**src/rtl/multicycle_ctrl.sv**
```systemverilog
// multicycle_ctrl: multi-cycle control FSM for the MIPS-lite core.
// Sequences IDLE -> FETCH -> DECODE -> EXEC -> (MEM) -> (WB) and drives the
// per-state datapath strobes. All outputs are combinational from state, op,
// zero, stall and mem_ready; op is only looked at from DECODE onward.
// Optional feature macro: MC_CTRL_BNE_EN (makes opcode 000101 = BNE legal).
//
// Memory handshake: mem_req is held high in FETCH/MEM until a one-cycle
// mem_ready pulse completes the access; a mem_ready seen while stall=1 or
// outside FETCH/MEM is ignored; a completion and a timeout in the same cycle
// resolve as a normal completion.
module multicycle_ctrl #(
   parameter int ALU_OP_W    = 3,
   parameter int TIMEOUT_CYC = 255
) (
   input  logic                clk,
   input  logic                rst_n,
   input  logic [5:0]          op,
   input  logic                zero,
   input  logic                stall,
   input  logic                mem_ready,
   output logic                mem_req,
   output logic                mem_we,
   output logic                iord,
   output logic                ir_we,
   output logic                pc_we,
   output logic [1:0]          pc_src,
   output logic                alu_src_a,
   output logic [1:0]          alu_src_b,
   output logic                ext_op,
   output logic [ALU_OP_W-1:0] alu_op,
   output logic                reg_we,
   output logic [1:0]          reg_dst,
   output logic [1:0]          wb_sel,
   output logic                illegal,
   output logic                bus_err,
   output logic [2:0]          state_o
);

   localparam logic [2:0] S_IDLE   = 3'd0;
   localparam logic [2:0] S_FETCH  = 3'd1;
   localparam logic [2:0] S_DECODE = 3'd2;
   localparam logic [2:0] S_EXEC   = 3'd3;
   localparam logic [2:0] S_MEM    = 3'd4;
   localparam logic [2:0] S_WB     = 3'd5;

   localparam logic [5:0] OP_RTYPE = 6'b000000;
   localparam logic [5:0] OP_JAL   = 6'b000011;
   localparam logic [5:0] OP_BEQ   = 6'b000100;
   localparam logic [5:0] OP_BNE   = 6'b000101;
   localparam logic [5:0] OP_ADDI  = 6'b001000;
   localparam logic [5:0] OP_ANDI  = 6'b001100;
   localparam logic [5:0] OP_ORI   = 6'b001101;
   localparam logic [5:0] OP_XORI  = 6'b001110;
   localparam logic [5:0] OP_LW    = 6'b100011;
   localparam logic [5:0] OP_SW    = 6'b101011;

   // Counter wide enough to hold TIMEOUT_CYC; a limit of 0 never increments.
   localparam int CNT_W = (TIMEOUT_CYC < 1) ? 1 : $clog2(TIMEOUT_CYC + 1);
   localparam logic [CNT_W-1:0] TO_LIMIT = CNT_W'(TIMEOUT_CYC);

   logic [2:0]       state, state_nxt;
   logic [CNT_W-1:0] to_cnt, to_cnt_nxt;
   logic             mem_phase;
   logic             timeout;

   function automatic logic op_known(input logic [5:0] o);
      case (o)
         OP_RTYPE, OP_JAL, OP_BEQ, OP_ADDI, OP_ANDI,
         OP_ORI, OP_XORI, OP_LW, OP_SW: op_known = 1'b1;
`ifdef MC_CTRL_BNE_EN
         OP_BNE:                        op_known = 1'b1;
`endif
         default:                       op_known = 1'b0;
      endcase
   endfunction

   assign mem_phase = (state == S_FETCH) || (state == S_MEM);
   assign timeout   = (TIMEOUT_CYC != 0) && mem_phase && !stall && !mem_ready
                      && (to_cnt == TO_LIMIT);
   assign state_o   = state;

   // Next-state and datapath strobes for the current state; stall masks last.
   always_comb begin
      state_nxt = state;
      mem_req   = 1'b0;
      mem_we    = 1'b0;
      iord      = 1'b0;
      ir_we     = 1'b0;
      pc_we     = 1'b0;
      pc_src    = 2'd0;
      alu_src_a = 1'b0;
      alu_src_b = 2'd0;
      ext_op    = 1'b0;
      alu_op    = '0;
      reg_we    = 1'b0;
      reg_dst   = 2'd0;
      wb_sel    = 2'd0;
      illegal   = 1'b0;
      bus_err   = 1'b0;
      case (state)
         S_IDLE: state_nxt = S_FETCH;
         S_FETCH: begin
            mem_req   = 1'b1;
            alu_src_b = 2'd1;
            if (timeout) begin
               mem_req   = 1'b0;
               bus_err   = 1'b1;
               state_nxt = S_FETCH;
            end else if (mem_ready) begin
               ir_we     = 1'b1;
               pc_we     = 1'b1;
               state_nxt = S_DECODE;
            end
         end
         S_DECODE: begin
            alu_src_b = 2'd3;
            ext_op    = 1'b1;
            if (op_known(op)) begin
               state_nxt = S_EXEC;
            end else begin
               illegal   = 1'b1;
               state_nxt = S_FETCH;
            end
         end
         S_EXEC: begin
            state_nxt = S_FETCH;
            case (op)
               OP_RTYPE: begin
                  alu_src_a = 1'b1;
                  alu_op    = ALU_OP_W'(3'b011);
                  state_nxt = S_WB;
               end
               OP_ORI, OP_XORI, OP_ANDI, OP_ADDI: begin
                  alu_src_a = 1'b1;
                  alu_src_b = 2'd2;
                  ext_op    = (op == OP_ADDI);
                  case (op)
                     OP_ORI:  alu_op = ALU_OP_W'(3'b010);
                     OP_XORI: alu_op = ALU_OP_W'(3'b100);
                     OP_ANDI: alu_op = ALU_OP_W'(3'b101);
                     default: alu_op = ALU_OP_W'(3'b110);
                  endcase
                  state_nxt = S_WB;
               end
               OP_LW, OP_SW: begin
                  alu_src_a = 1'b1;
                  alu_src_b = 2'd2;
                  ext_op    = 1'b1;
                  state_nxt = S_MEM;
               end
               OP_BEQ: begin
                  alu_src_a = 1'b1;
                  alu_op    = ALU_OP_W'(3'b001);
                  pc_src    = 2'd1;
                  pc_we     = zero;
               end
`ifdef MC_CTRL_BNE_EN
               OP_BNE: begin
                  alu_src_a = 1'b1;
                  alu_op    = ALU_OP_W'(3'b001);
                  pc_src    = 2'd1;
                  pc_we     = ~zero;
               end
`endif
               OP_JAL: begin
                  reg_we  = 1'b1;
                  reg_dst = 2'd2;
                  wb_sel  = 2'd2;
                  pc_we   = 1'b1;
                  pc_src  = 2'd2;
               end
               default: state_nxt = S_FETCH;
            endcase
         end
         S_MEM: begin
            mem_req = 1'b1;
            iord    = 1'b1;
            mem_we  = (op == OP_SW);
            if (timeout) begin
               mem_req   = 1'b0;
               mem_we    = 1'b0;
               bus_err   = 1'b1;
               state_nxt = S_FETCH;
            end else if (mem_ready) begin
               state_nxt = (op == OP_LW) ? S_WB : S_FETCH;
            end
         end
         S_WB: begin
            reg_we    = 1'b1;
            reg_dst   = (op == OP_RTYPE) ? 2'd1 : 2'd0;
            wb_sel    = (op == OP_LW) ? 2'd1 : 2'd0;
            state_nxt = S_FETCH;
         end
         default: state_nxt = S_IDLE;
      endcase
      if (stall) begin
         state_nxt = state;
         pc_we     = 1'b0;
         ir_we     = 1'b0;
         reg_we    = 1'b0;
         mem_req   = 1'b0;
         mem_we    = 1'b0;
         illegal   = 1'b0;
      end
   end

   // Timeout counter: counts unanswered request cycles, clears on any move.
   always_comb begin
      to_cnt_nxt = to_cnt;
      if (stall) begin
         to_cnt_nxt = to_cnt;
      end else if ((state_nxt != state) || timeout) begin
         to_cnt_nxt = '0;
      end else if (mem_phase && !mem_ready && (to_cnt != TO_LIMIT)) begin
         to_cnt_nxt = to_cnt + CNT_W'(1);
      end
   end

   // State and timeout counter registers.
   always_ff @(posedge clk or negedge rst_n) begin
      if (!rst_n) begin
         state  <= S_IDLE;
         to_cnt <= '0;
      end else begin
         state  <= state_nxt;
         to_cnt <= to_cnt_nxt;
      end
   end

endmodule

```
**config.mk**
```make
export PLATFORM = sky130hd
export DESIGN_NAME = multicycle_ctrl
export DESIGN_NICKNAME = d
export VERILOG_FILES = /design/src/rtl/multicycle_ctrl.sv
export SDC_FILE = /design/constraint.sdc
export NUM_CORES = 1
export LEC_CHECK = 0
export BUFFER_PORTS_ARGS = -buffer_cell sky130_fd_sc_hd__buf_2
export CAP_MARGIN = 25
export CORE_AREA = 2 2 41 58
export CTS_BUF_LIST = sky130_fd_sc_hd__clkbuf_16
export CTS_CLUSTER_DIAMETER = 60
export DETAILED_ROUTE_END_ITERATION = 6
export DIE_AREA = 0 0 43 60
export PLACE_DENSITY_LB_ADDON = 0.15
export SLEW_MARGIN = 30
export SYNTH_ARGS = -nofsm -noshare
export SYNTH_HDL_FRONTEND = slang
export SYNTH_SLANG_ARGS = --single-unit
```
**constraint.sdc**
```tcl
create_clock -name clk -period 4 [get_ports clk]
set_input_delay 0 -clock clk [delete_from_list [all_inputs] [get_ports clk]]
set_output_delay 0 -clock clk [all_outputs]
set_load 0.1 [all_outputs]
```
==> run_results.csv <==
group,metric,value,unit
die,io_pins,35,
clocking,number_of_cts_inserted_buffers,3,
timing,tightest_slew,0.485,ns
clocking,cts.htree.levels,1,
detailed_routing,detail_routed_via_count_per_cell,5.95,
critical_path,timing.critical_path.arrival,2.39,ns
logic_synthesis,number_of_storage_elements_in_the_synthesis_netlist,11,
detailed_routing,detail-route-antenna-nets,0,
finish,fillCellCount,213,
die,floorplan.die.height,60,µm
min_path,min-delay-path-class,"input port to asynchronous set/reset pin",
placed_design,post-dp-hpwl,2050,µm
finish,nets,178,
critical_path,r2r.worst_path.cells,6,
timing,finalClockSkew,0.00192,ns
clocking,tritoncts,"built",
clocking,cts.repair.resized,0,
die,fp.dieW,43,µm
global_route,gr-usage-all-layers,22.0,%
timing,final_min_period_over_clock_period,59.7,%
critical_path,reg2reg_from,"state_o[0]",
placed_design,placement.setup.worst_slack,1.85,ns
job,max_cap_viol_count,0,
critical_path,worst_path_required_time,4.00,ns
pwr,power_density,443,mW/mm²
critical_path,critPathCaptureType,"output port",
global_route,globalRouteOverflowTotal,0,
global_route,grt_pass1_vias,1044,
timing,rsz_0062_raised_after_global_routing,"false",
pwr,vdd_ir_drop_max,0.410,mV
timing,final.setup.tns,0,ns
timing,final.setup.worst_slack,1.61,ns
finish,area.growth.synth_to_final,22.4,%
logic_synthesis,synth-edff-count,0,
critical_path,regToRegSetupSlack,2.04,ns
clocking,insertion_delay,0.24,ns
logic_synthesis,synth.net_count,145,
timing,worst_hold_slack,0.155,ns
logic_synthesis,syn_area,0.00106,mm²
outcome,run_status,"complete, no violations",
placed_design,gp_congestion,0.826,
timing,period_needed,2.39,ns
clocking,cts.repair_timing.setup_buffer_count,0,
critical_path,worstPathMaxFanout,8,
finish,final_core_util,62.0,%
critical_path,timing.setup.critical_path_class,"register to output port",
global_route,largest_net_degree_at_the_start_of_global_routing,21,
detailed_routing,wl_per_cell,14.0,µm
global_route,antenna_found_initial,0,
detailed_routing,wl,2630,µm
logic_synthesis,synth.yosys.seq_area_share,25.9,%
clocking,cts.clk_slew.worst_paths,0.04,ns
logic_synthesis,synthesis.yosys.warnings,0,
clocking,cts.path.max_buffers,2,
timing,maxClockFrequency,0.419,GHz
global_route,wire_length_of_the_first_global_routing_pass,4340,µm
finish,final-seq-area,275,µm²
clocking,clock_sink_count,11,
detailed_routing,num_vias,1112,
die,die_area,0.00258,mm²
die,placeableCoreArea,0.00210,mm²
detailed_routing,drc,0,
placed_design,placement.io_buffers,34,
detailed_routing,drtPass1Iterations,4,
timing,finalSetupViolations,0,
logic_synthesis,postSynthAreaPerCell,8.01,µm²
timing,max-slew-margin-rel,67.7,%
detailed_routing,dr.first_iter.drc_count,22,
logic_synthesis,synth_cell_type_count,47,
timing,timing_hold_violations_final,0,
finish,n_antenna_cell,0,
finish,drive_gt1_share,33.3,%
pwr,power_leakage,0.634,nW
logic_synthesis,synth-async-reset-ratio,100,%
critical_path,reg2reg_to,"to_cnt[0]",
die,std_cell_rows,20,
logic_synthesis,synthFlopType,"dfrtp_1",
critical_path,startpoint_type,"register",
finish,multi_input_gate_area_in_the_final_layout,707,µm²
critical_path,critical_path.startpoint,"to_cnt[0]",
logic_synthesis,postSynthCellCount,133,
timing,timing_max_transition_violations_final,0,
die,initial_utilization,50.7,%
clocking,clock-root-buffer,"clkbuf_16",
## layout by cell type, fill, tap and decap left out, types with 3 or more instances in the layout
master / n
clkbuf_16: 3
a31oi_1: 6
dfrtp_1: 11
buf_2: 34
nand2_1: 15
inv_1: 9
nor3_1: 10
a21oi_1: 4
nor2_1: 11
nand2b_1: 4
nand3_1: 6
o21ai_0: 7
xnor2_1: 5
## state kept, by name (all words and copies together) (netlist names)
name / cells
to_cnt: 8
state_o: 3
## per-stage QoR
| step | instance area, µm² | total power [mW] | instances |
|---|---|---|---|
| final | 1300 | 0.577 | 187 |
| after global routing | 1300 | 0.603 | 187 |
| after CTS | 1300 | 0.581 | 187 |
| after detailed placement | 1210 | 0.398 | 182 |
| after global placement | 1210 | 0.395 | 182 |
| after floorplan | 1100 | 0.359 | 133 |
## power breakdown
part	internal (mW)	switching (mW)
Combinational	0.0575	0.184
Clock	0.131	0.0501
Sequential	0.126	0.0288
Total	0.314	0.263
## logic make-up (layout without fill, tap and decap cells)
| logic type | count (synthesis) | count (layout) | share of synthesized area [%] |
|---|---|---|---|
| compound gates | 31 | 31 | 22.8 |
| xor+xnor | 7 | 7 | 5.76 |
| fa+ha+maj | 1 | 1 | 1.17 |
| buf+inv | 16 | 48 | 10.7 |
| flops | 11 | 11 | 25.9 |
| simple gates | 67 | 67 | 33.7 |
## final cells by class
| type | count | area share [%] |
|---|---|---|
| sequential | 11 | 21.1 |
| tap | 22 | 2.11 |
| inverter | 9 | 2.69 |
| clock inverter | 1 | 0.288 |
| clock buffer | 3 | 5.76 |
| multi-input combinational | 106 | 54.2 |
| timing repair buffer | 35 | 13.8 |
## synthesized netlist by cell type (2+ instances only)
master     instances  area share [%]
nand2_1           15             5.3
dfrtp_1           11              26
nor2_1            11             3.9
nor3_1            10             4.7
inv_1              8             2.8
o21ai_0            7             3.3
a31oi_1            6             3.5
nand3_1            6             2.8
xnor2_1            5             4.1
a21oi_1            4             1.9
clkbuf_8           4             5.2
nand2b_1           4             2.3
a2111oi_0          2             1.6
and3_1             2             1.2
and3_2             2             1.4
and4_1             2             1.6
nand3b_1           2             1.4
nor4_1             2             1.2
xor2_1             2             1.6
## layer usage
metal | track usage [%] | wire length (µm)
met3 | 0.906 | 64
met5 | 0 | 0
met1 | 24.6 | 1050
met2 | 40.0 | 1420
met4 | 14.3 | 85
## worst max-delay path by stage
stage	endpoint	slack, ns	cells past startpoint
2_1_floorplan	mem_req	-0.03	5
3_3_place_gp	pc_we	1.91	6
3_5_place_dp	mem_req	1.85	7
4_1_cts	mem_req	1.59	7
5_1_grt	pc_we	1.43	6
6_report	mem_req	1.61	7
## critical path: stages, from the launching register on
cell and delay (ns):
dfrtp_1 0.41, ha_1 0.22, and4b_1 0.22, and3_1 0.22, nand2_2 0.10, clkinv_2 0.15, a2111oi_2 0.35, buf_2 0.48
## repair_timing
action | CTS | global route
endpoints found under the setup margin | 0 | 0
endpoints found under the hold margin | 11 | 0
hold buffers | 1 | 0
(Power assumes the default switching activity.)
